**config.mk**
```make
export PLATFORM = sky130hd
export DESIGN_NAME = branch_pc_unit
export DESIGN_NICKNAME = d
export VERILOG_FILES = /design/src/rtl/branch_pc_unit.sv
export SDC_FILE = /design/constraint.sdc
export NUM_CORES = 1
export LEC_CHECK = 0
export ABC_CLOCK_PERIOD_IN_PS = 2200
export BUFFER_PORTS_ARGS = -buffer_cell sky130_fd_sc_hd__buf_4
export CAP_MARGIN = 0
export CORE_ASPECT_RATIO = 0.6
export CORE_UTILIZATION = 47
export DETAILED_ROUTE_END_ITERATION = 7
export PLACE_DENSITY_LB_ADDON = 0.15
export SKIP_CTS_REPAIR_TIMING = 1
export SLEW_MARGIN = 20
export SYNTH_ARGS = -nofsm -noshare
export SYNTH_HDL_FRONTEND = slang
export SYNTH_SLANG_ARGS = --single-unit
```
**constraint.sdc**
```tcl
create_clock -name clk -period 2.2 [get_ports clk]
set_input_delay 0.22 -clock clk [delete_from_list [all_inputs] [get_ports clk]]
set_output_delay 0.22 -clock clk [all_outputs]
set_load 0.1 [all_outputs]
```
**src/rtl/branch_pc_unit.sv**
```systemverilog
// rtl/branch_pc_unit.sv - fetch PC register with branch/jump/jr redirect and taken-redirect counter
// Next PC priority is jr > jmp > taken branch > pc+4; a stall freezes all state.
module branch_pc_unit #(
   parameter logic [31:0] RESET_PC = 32'h0000_3000,
   parameter int          CNT_W    = 16
) (
   input  logic             clk,
   input  logic             reset,
   input  logic             stall,
   input  logic [31:0]      id_pc,
   input  logic             br,
   input  logic             cmp_out,
   input  logic [15:0]      imm16,
   input  logic             jmp,
   input  logic [25:0]      instr_index,
   input  logic             jr,
   input  logic [31:0]      rs_val,
   output logic [31:0]      pc,
   output logic [31:0]      link_addr,
   output logic             redirect,
   output logic [CNT_W-1:0] taken_cnt,
   output logic             addr_err
);

   logic [31:0]      pc_q, pc_d;
   logic [CNT_W-1:0] cnt_q, cnt_d;
   logic             err_q, err_d;

   logic [31:0] id_pc_plus4;
   logic [31:0] br_tgt;
   logic [31:0] j_tgt;
   logic [31:0] jr_tgt;
   logic        br_taken;

   assign id_pc_plus4 = id_pc + 32'd4;
   assign br_tgt      = id_pc_plus4 + {{14{imm16[15]}}, imm16, 2'b00};
   assign j_tgt       = {id_pc_plus4[31:28], instr_index, 2'b00};
   assign jr_tgt      = {rs_val[31:2], 2'b00};
   assign br_taken    = br & cmp_out;

   assign redirect  = ~stall & (jr | jmp | br_taken);
   assign link_addr = id_pc + 32'd8;

   always_comb begin
      pc_d  = pc_q;
      cnt_d = cnt_q;
      err_d = err_q;
      if (!stall) begin
         if (jr)
            pc_d = jr_tgt;
         else if (jmp)
            pc_d = j_tgt;
         else if (br_taken)
            pc_d = br_tgt;
         else
            pc_d = pc_q + 32'd4;
         // Saturate rather than wrap so software can tell the count overflowed.
         if (redirect && !(&cnt_q))
            cnt_d = cnt_q + 1'b1;
         if (jr && (rs_val[1:0] != 2'b00))
            err_d = 1'b1;
      end
   end

   always_ff @(posedge clk or posedge reset) begin
      if (reset) begin
         pc_q  <= RESET_PC;
         cnt_q <= '0;
         err_q <= 1'b0;
      end else begin
         pc_q  <= pc_d;
         cnt_q <= cnt_d;
         err_q <= err_d;
      end
   end

   assign pc        = pc_q;
   assign taken_cnt = cnt_q;
   assign addr_err  = err_q;

endmodule

```
==> flow_summary.json, run 1 <==
{
  "outcome": "finished, violations left",
  "violations": "negative hold slack, negative setup slack",
  "vias": 8553,
  "synth_compound_area_share_pct": 21.3,
  "synth_top_family_by_area": "simple AND/OR/NAND/NOR gates",
  "antenna_found_initial": 0,
  "worst_hold_slack_ns": -0.0180,
  "yosysWarnings": 0,
  "routed_wl_um": 30400,
  "drcViolationCount": 0,
  "wl_per_cell_um": 23.2,
  "hold_viol": 18,
  "fin_worst_skew_ns": 0.00880,
  "yosysTopAreaCell": "dfrtp_1",
  "initial_core_util_pct": 48.3,
  "gp_congestion": 0.988,
  "synthAdderAreaFrac_pct": 8.27,
  "critPathMaxStageDelay_ns": 0.61,
  "cp_slowest_cell": "or4_4",
  "synth_most_common_cell": "nand2_1",
  "synth-seq-cells": 49,
  "setup-violations-final": 39,
  "critPathMaxFanout": 6,
  "first_iter_violations": 1191,
  "syn_nets": 929,
  "rows": 31,
  "num_io_pins": 195,
  "worst_slew_pin_slew_ns": 0.694,
  "synthXorXnorAreaFrac_pct": 16.9,
  "fill_cells": 621,
  "syn_inst": 778,
  "grt_pass1_vias": 6971,
  "post-place-ws_ns": -1.41,
  "fin_crit_ns": 3.38,
  "drive_gt1_share_pct": 50.7,
  "n_antenna_cell": 0,
  "rsz0062_at_grt": "true",
  "fmax_mhz": 296,
  "critPathMostFrequentCell": "a221o_1",
  "worst-setup-path-type": "in -> reg",
  "clock_path_buffers": 2,
  "pwr-share-seq_pct": 21.9,
  "coreArea_um2": 12100,
  "finalInstanceArea_um2": 10400,
  "dr.pass1.iters": 6,
  "synthMuxAreaShare_pct": 1.61,
  "seq_area_um2": 1260,
  "maxCapViolations": 0,
  "power_frac_clock_pct": 13.7,
  "cp-end-kind": "flop",
  "ant_nets": 0,
  "die_w_um": 146,
  "clockRootBuffer": "clkbuf_16",
  "p_int_mw": 2.76,
  "fin_nets": 1295,
  "syn_area_um2": 5840,
  "clock-sinks": 49,
  "multi_input_area_um2": 5460,
  "grt_util_all_layers_pct": 35.3,
  "start_kind": "input pin",
  "p_switching_mw": 3.09,
  "setup_tns_ns": -23.72,
  "ys_seq_area_share_pct": 21.0,
  "dieArea_um2": 12900,
  "hpwl_um": 19200,
  "grt_pass1_wl_um": 35700,
  "cts_buffers": 5,
  "htree_num_levels": 2,
  "fin_util_pct": 86.3,
  "overflow": 0,
  "synth_area_leaders": "dfrtp_1 (20%), xnor2_1 (9.3%), ha_1 (7.9%)",
  "slew_headroom_pct": 53.4,
  "syn_to_final_growth_pct": 78.7,
  "power_density_nw_per_um2": 561,
  "die_h_um": 88.4,
  "clk_latency_ns": 0.30,
  "critPathArrivalTime_ns": 3.56,
  "crit_chain": "buf_6 -> nand4_4 -> or4_4 -> xnor2_2 -> ha_1 -> and2_4 -> a221o_1 -> a31oi_4 -> a2111oi_4 -> o211ai_1 -> a21o_1 -> a31oi_1 -> a221o_1",
  "synth_edf_count": 0,
  "leakagePower_nw": 4.75,
  "grt_max_degree": 47,
  "pwr-share-comb_pct": 64.3,
  "place_area_um2": 9260,
  "min_period_over_period_pct": 154,
  "synth-simple-area-share_pct": 26.2,
  "fin_ws_ns": -1.18,
  "syn_avg_cell_area_um2": 7.51,
  "clk_pin_slew_ns": 0.07,
  "viasPerCell": 6.53,
  "synthFlopType": "dfrtp_1",
  "synthDistinctLibCells": 69,
  "required_ns": 2.38,
  "synth_common_cells": "nand2_1 (82), nor2_1 (71), xnor2_1 (62)",
  "holdCritPathClass": "in -> async",
  "port_buffers": 194,
  "netlist.area_leader.share_pct": 20.1,
  "maxSlewViolCount": 0,
  "async_flop_share_pct": 100,
  "switching_share_pct": 52.8,
  "ir_worst_vdd_mv": 0.516,
  "cts_tree": "yes"
}
per-layer routing:
layer / vias up / routed length [µm] / track usage, %
li1: 3542 / - / -
met3: 224 / 3990 / 8.51
met4: 0 / 1850 / 7.46
met1: 3987 / 11300 / 50.4
met5: - / 0 / 0
met2: 800 / 13200 / 54.2
worst paths after layout:
check | slack (ns) | from | to | cells after the start
setup / recovery | -1.18 | id_pc[6] | pc[23] | 13
max in group asynchronous | 1.55 | reset | pc[12] | 3
hold / removal | -0.02 | reset | taken_cnt[4] | 2
hold reg to reg | 0.50 | taken_cnt[7] | taken_cnt[7] | 1
setup reg to reg | -0.21 | pc[2] | pc[14] | 9
min in group clk | 0.16 | id_pc[0] | pc[0] | 2
kinds of logic (layout without fill, tap and decap cells):
| family | after synthesis | in the layout |
|---|---|---|
| AND/OR/NAND/NOR | 310 | 310 |
| AO/OA/AOI/OAI | 196 | 196 |
| XOR/XNOR | 112 | 112 |
| buffers and inverters | 64 | 431 |
| flip-flops | 49 | 49 |
| adder cells (fa/ha/maj) | 38 | 38 |
| multiplexers | 9 | 9 |
power by group through the flow:
| stage | logic, mW | registers, mW | clock network, mW |
|---|---|---|---|
| 2_1_floorplan | 1.27 | 2.21 | 0 |
| 3_3_place_gp | 3.22 | 1.25 | 0 |
| 3_5_place_dp | 3.29 | 1.27 | 0 |
| 4_1_cts | 3.31 | 1.25 | 0.791 |
| 5_1_grt | 3.89 | 1.30 | 0.825 |
| 6_report | 3.77 | 1.28 | 0.805 |
through the flow:
| step | power (mW) | instances |
|---|---|---|
| after global routing | 6.01 | 1310 |
| final | 5.85 | 1310 |
| after global placement | 4.47 | 1276 |
| after detailed placement | 4.56 | 1276 |
| after CTS | 5.36 | 1284 |
| after floorplan | 3.48 | 778 |
area by class of cell:
type | instances | share of cell area (%)
tap | 165 | 1.98
clock buffer | 5 | 1.20
timing repair buffer | 402 | 31.4
clock inverter | 3 | 0.216
sequential | 49 | 12.1
multi-input combinational | 665 | 52.3
inverter | 21 | 0.779
registers in the layout (all words and copies together), names as in the netlist:
register / count
taken_cnt: 16
addr_err: 1
pc: 32
critical path: cells and delay by family:
family | cells | cell delay, ns
xor gates and xnor gates | 1 | 0.22
buffers and inverters | 1 | 0.12
and+or+nand+nor | 3 | 0.92
AOI/OAI and AO/OA | 7 | 1.75
adders and majority gates | 1 | 0.30
placed cells by master (no fill, tap or decap), types with 6 or more instances in the layout:
master and n:
a21o_1 14, a21oi_1 45, a21oi_2 11, a31oi_1 12, and3_1 14, and3_4 6
buf_12 11, buf_4 361, buf_6 27, dfrtp_1 25, dfrtp_2 20, ha_1 30
ha_4 7, inv_1 17, mux2i_1 6, nand2_1 77, nand2b_1 6, nand3_1 33
nand4_1 31, nor2_1 54, nor2_4 12, nor3_1 14, o211ai_1 11, o21ai_0 17
o21ai_1 12, o22ai_1 14, xnor2_1 40, xnor2_2 15, xnor2_4 7, xor2_1 34
xor2_2 8, xor2_4 8
Note: power is estimated with default switching activity, not from simulation.
==> run 2: changes to the inputs <==
Settings changed: ABC_CLOCK_PERIOD_IN_PS 2200 to 3170, CORE_UTILIZATION 47 to 50.
Clock period 2.2 ns to 3.17 ns, I/O delays scaled along.
==> flow_summary.json, run 2 (synthesis results as in run 1) <==
{
  "r2r-end": "taken_cnt[15]",
  "p_total_mw": 3.83,
  "cp-end-kind": "flop",
  "critPathMaxFanout": 6,
  "fill_cells": 772,
  "first_iter_violations": 874,
  "rsz0062_at_grt": "true",
  "finalInstanceArea_um2": 9130,
  "rows": 30,
  "largest_reg_flops": 32,
  "n_antenna_cell": 0,
  "fin_util_pct": 80.5,
  "cp_slowest_cell": "or4_4",
  "place_area_um2": 8470,
  "syn_to_final_growth_pct": 56.3,
  "die_w_um": 142,
  "maxCapViolations": 0,
  "required_ns": 3.36,
  "outcome": "finished, violations left",
  "fin_worst_skew_ns": 0.00521,
  "hold_viol": 0,
  "clockRootBuffer": "clkbuf_16",
  "gp_congestion": 0.928,
  "cts_tree": "yes",
  "min_period_over_period_pct": 105,
  "placed_cells": 1220,
  "critPathMostFrequentCell": "buf_4",
  "slew_headroom_pct": 40.5,
  "dr.pass1.iters": 6,
  "holdCritPathClass": "in -> async",
  "grt_pass1_vias": 6889,
  "ant_nets": 0,
  "r2r_cells": 8,
  "grt_util_all_layers_pct": 37.6,
  "viasPerCell": 6.18,
  "setup-violations-final": 9,
  "start_kind": "input pin",
  "fin_ws_ns": -0.151,
  "port_buffers": 194,
  "clk_latency_ns": 0.30,
  "stdcell_count": 1243,
  "fin_nets": 1233,
  "coreArea_um2": 11300,
  "grt_max_degree": 50,
  "grt_pass1_wl_um": 35700,
  "final_common_cell": "buf_4",
  "mostFrequentLayoutCells": "buf_4 (330), nand2_1 (78), nor2_1 (61)",
  "clk_pin_slew_ns": 0.07,
  "reg2reg_from": "taken_cnt[0]",
  "fin_crit_ns": 3.32,
  "dieArea_um2": 12100,
  "cts_buffers": 5,
  "drcViolationCount": 0,
  "leakagePower_nw": 4.25,
  "initial_core_util_pct": 51.5,
  "routed_wl_um": 24500,
  "crit_chain": "buf_4 -> ha_4 -> nand2_1 -> or4_4 -> xnor2_1 -> ha_1 -> buf_4 -> a221o_1 -> a31oi_4 -> a2111oi_4 -> o211ai_1 -> buf_4 -> a21o_1 -> a31oi_1 -> a221o_1",
  "drive_gt1_share_pct": 40.4,
  "worst_hold_slack_ns": 0.160,
  "rrSetupSlack_ns": 0.64,
  "critPathMaxStageDelay_ns": 0.57,
  "fmax_mhz": 301,
  "maxSlewViolCount": 0,
  "clock-sinks": 49,
  "wl_per_cell_um": 19.7,
  "violations": "negative setup slack",
  "num_io_pins": 195,
  "die_h_um": 85.7,
  "worst-setup-path-type": "in -> reg",
  "hpwl_um": 18500,
  "vias": 7686,
  "htree_num_levels": 2,
  "critPathArrivalTime_ns": 3.51,
  "overflow": 0,
  "ir_worst_vdd_mv": 0.379,
  "antenna_found_initial": 0,
  "worst_slew_pin_slew_ns": 0.892,
  "power_density_nw_per_um2": 419,
  "clock_path_buffers": 2
}
## run 2: cell count changes in the layout (fill, tap and decap cells not counted), sizes merged
| cell | before | now |
|---|---|---|
| buf | 402 | 340 |
| bufinv | 0 | 1 |
| clkinv | 1 | 3 |
| clkinvlp | 3 | 1 |
| inv | 20 | 19 |
## run 2: layout make-up
class,instances,area [µm²],share of cell area (%)
Sequential cell,49,1230,13.5
Timing Repair Buffer,340,2600,28.5
Inverter,21,82.6,0.905
Tap cell,160,200,2.19
Multi-Input combinational cell,665,4850,53.1
Clock inverter,3,46.3,0.507
Clock buffer,5,125,1.37
## run 2: metrics by stage
step	worst slack [ns]	setup TNS, ns
after floorplan	-0.203	-0.873
after global placement	-0.388	-3.58
after detailed placement	-0.481	-5.15
after CTS	-0.161	-0.924
after global routing	-0.246	-1.38
final	-0.151	-0.651
## run 2: report_power, final
| part | switching [mW] | internal (mW) |
|---|---|---|
| combinational | 1.56 | 0.747 |
| clock | 0.278 | 0.375 |
| sequential | 0.152 | 0.719 |
| total | 1.99 | 1.84 |
## run 2: layer usage
| metal | part of all wire (%) | GRT usage, % | up-vias |
|---|---|---|---|
| met1 | 42 | 55.5 | 3639 |
| met2 | 44 | 58.3 | 556 |
| met3 | 11 | 5.58 | 80 |
| met4 | 2.4 | 6.65 | 0 |
| met5 | 0 | 0 | - |
| li1 | - | - | 3411 |
## run 2: critical path, delay by kind of cell
family	cells	cell delay, ns
AO/OA/AOI/OAI	7	1.46
AND/OR/NAND/NOR	2	0.65
buffers and inverters	3	0.45
adder cells (fa/ha/maj)	2	0.44
XOR/XNOR	1	0.19
## run 2: how the worst max path moves through the flow
stage	from	end	slack, ns
5_1_grt	id_pc[3]	pc[30]	-0.25
3_3_place_gp	id_pc[3]	pc[23]	-0.39
6_report	id_pc[2]	pc[23]	-0.15
4_1_cts	id_pc[3]	pc[27]	-0.16
2_1_floorplan	id_pc[5]	pc[23]	-0.20
3_5_place_dp	id_pc[3]	pc[27]	-0.48
==> run 3: changes to the inputs <==
Settings changed: CORE_UTILIZATION 50 to 52.
==> flow_summary.json, run 3 (synthesis results as in run 1) <==
{
  "maxCapViolations": 0,
  "placed_cells": 1205,
  "fin_crit_ns": 3.30,
  "cts_tree": "yes",
  "r2r-end": "taken_cnt[14]",
  "antenna_found_initial": 0,
  "crit_chain": "buf_12 -> ha_4 -> inv_4 -> nor4_4 -> and2_4 -> buf_4 -> and3_4 -> nand2_1 -> xnor2_2 -> ha_1 -> a21o_1 -> a21o_1 -> a21o_1 -> buf_4 -> or3_1 -> a31oi_1 -> a21oi_1",
  "finalInstanceArea_um2": 9020,
  "critPathArrivalTime_ns": 3.44,
  "largest_reg_flops": 32,
  "grt_pass1_vias": 7094,
  "outcome": "finished, violations left",
  "hpwl_um": 18700,
  "drcViolationCount": 8,
  "worst_hold_slack_ns": 0.187,
  "dr.pass1.iters": 7,
  "final_common_cell": "buf_4",
  "die_h_um": 84.1,
  "cp_slowest_cell": "or3_1",
  "dieArea_um2": 11700,
  "viasPerCell": 6.39,
  "hold_viol": 0,
  "routed_wl_um": 25200,
  "overflow": 0,
  "critical_path_buf_inv_count": 4,
  "required_ns": 3.32,
  "die_w_um": 139,
  "clk_pin_slew_ns": 0.07,
  "clockRootBuffer": "clkbuf_16",
  "worst-setup-path-type": "in -> reg",
  "reg2reg_from": "taken_cnt[0]",
  "coreArea_um2": 10700,
  "n_antenna_cell": 0,
  "ant_nets": 0,
  "gp_congestion": 1.01,
  "drive_gt1_share_pct": 39.4,
  "min_period_over_period_pct": 104,
  "place_area_um2": 8490,
  "leakagePower_nw": 4.25,
  "cts_buffers": 5,
  "first_iter_violations": 848,
  "rows": 29,
  "slew_headroom_pct": 38.8,
  "vias": 7818,
  "rrSetupSlack_ns": 0.70,
  "post-place-ws_ns": -0.505,
  "start_kind": "input pin",
  "num_io_pins": 195,
  "clock-sinks": 49,
  "fin_nets": 1234,
  "wl_per_cell_um": 20.6,
  "fin_worst_skew_ns": 0.00302,
  "clk_latency_ns": 0.30,
  "worst_slew_pin_slew_ns": 0.917,
  "violations": "design-rule violations, negative setup slack",
  "port_buffers": 194,
  "ir_worst_vdd_mv": 0.455,
  "mostFrequentLayoutCells": "buf_4 (336), nand2_1 (79), nor2_1 (64)",
  "critPathMaxStageDelay_ns": 0.33,
  "cp.depth": 17,
  "power_density_nw_per_um2": 423,
  "syn_to_final_growth_pct": 54.4,
  "setup-violations-final": 8,
  "grt_pass1_wl_um": 36800,
  "rsz0062_at_grt": "true",
  "critPathMaxFanout": 4,
  "holdCritPathClass": "in -> async",
  "r2r_cells": 8,
  "grt_util_all_layers_pct": 39.9,
  "stdcell_count": 1223,
  "fmax_mhz": 303,
  "clock_path_buffers": 2,
  "cp_top_family": "simple AND/OR/NAND/NOR gates",
  "grt_max_degree": 50,
  "fin_ws_ns": -0.126,
  "htree_num_levels": 2,
  "critPathMostFrequentCell": "a21o_1",
  "maxSlewViolCount": 0,
  "fin_util_pct": 83.9,
  "initial_core_util_pct": 54.4,
  "cp-end-kind": "flop"
}
[run 3: cell types whose count changed in the layout (fill, tap and decap cells not counted), sizes merged]
cell,previous run,this run
clkinv,3,2
buf,340,341
clkbuf,5,6
[run 3: cell type report]
type                       count  area (µm²)
multi-input combinational    665        4760
timing repair buffer         341        2590
fill                         613        1720
sequential                    49        1230
tap                          139         174
clock buffer                   6         139
inverter                      21        82.6
clock inverter                 2        37.5
[run 3: worst max-delay path by stage]
stage                         to      start  slack, ns
after CTS                 pc[29]   id_pc[3]      -0.21
after global placement    pc[30]   id_pc[3]      -0.38
after global routing      pc[25]  id_pc[11]      -0.27
after detailed placement  pc[29]   id_pc[3]      -0.51
final                     pc[24]   id_pc[3]      -0.13
after floorplan           pc[23]   id_pc[5]      -0.20
[run 3: routing by layer]
metal | vias up | routed length (µm) | global-route usage (%) | share of wire, %
met3 | 73 | 3320 | 12.1 | 13
met5 | - | 0 | 0 | 0
li1 | 3427 | - | - | -
met4 | 0 | 622 | 8.08 | 2.5
met2 | 603 | 11200 | 61.0 | 44
met1 | 3715 | 10100 | 55.4 | 40
[run 3: stage by stage]
stage               TNS (ns)  power (mW)
CTS                   -0.926        3.69
finish                -0.588        3.81
detailed placement     -5.21        3.04
floorplan             -0.873        2.35
global route           -1.87        3.93
global placement       -3.79        2.99
[run 3: power by group]
group,leakage [nW],internal (mW),switching (mW)
sequential,0.595,0.719,0.154
combinational,3.57,0.734,1.55
clock,0.0831,0.395,0.261
total,4.25,1.85,1.97
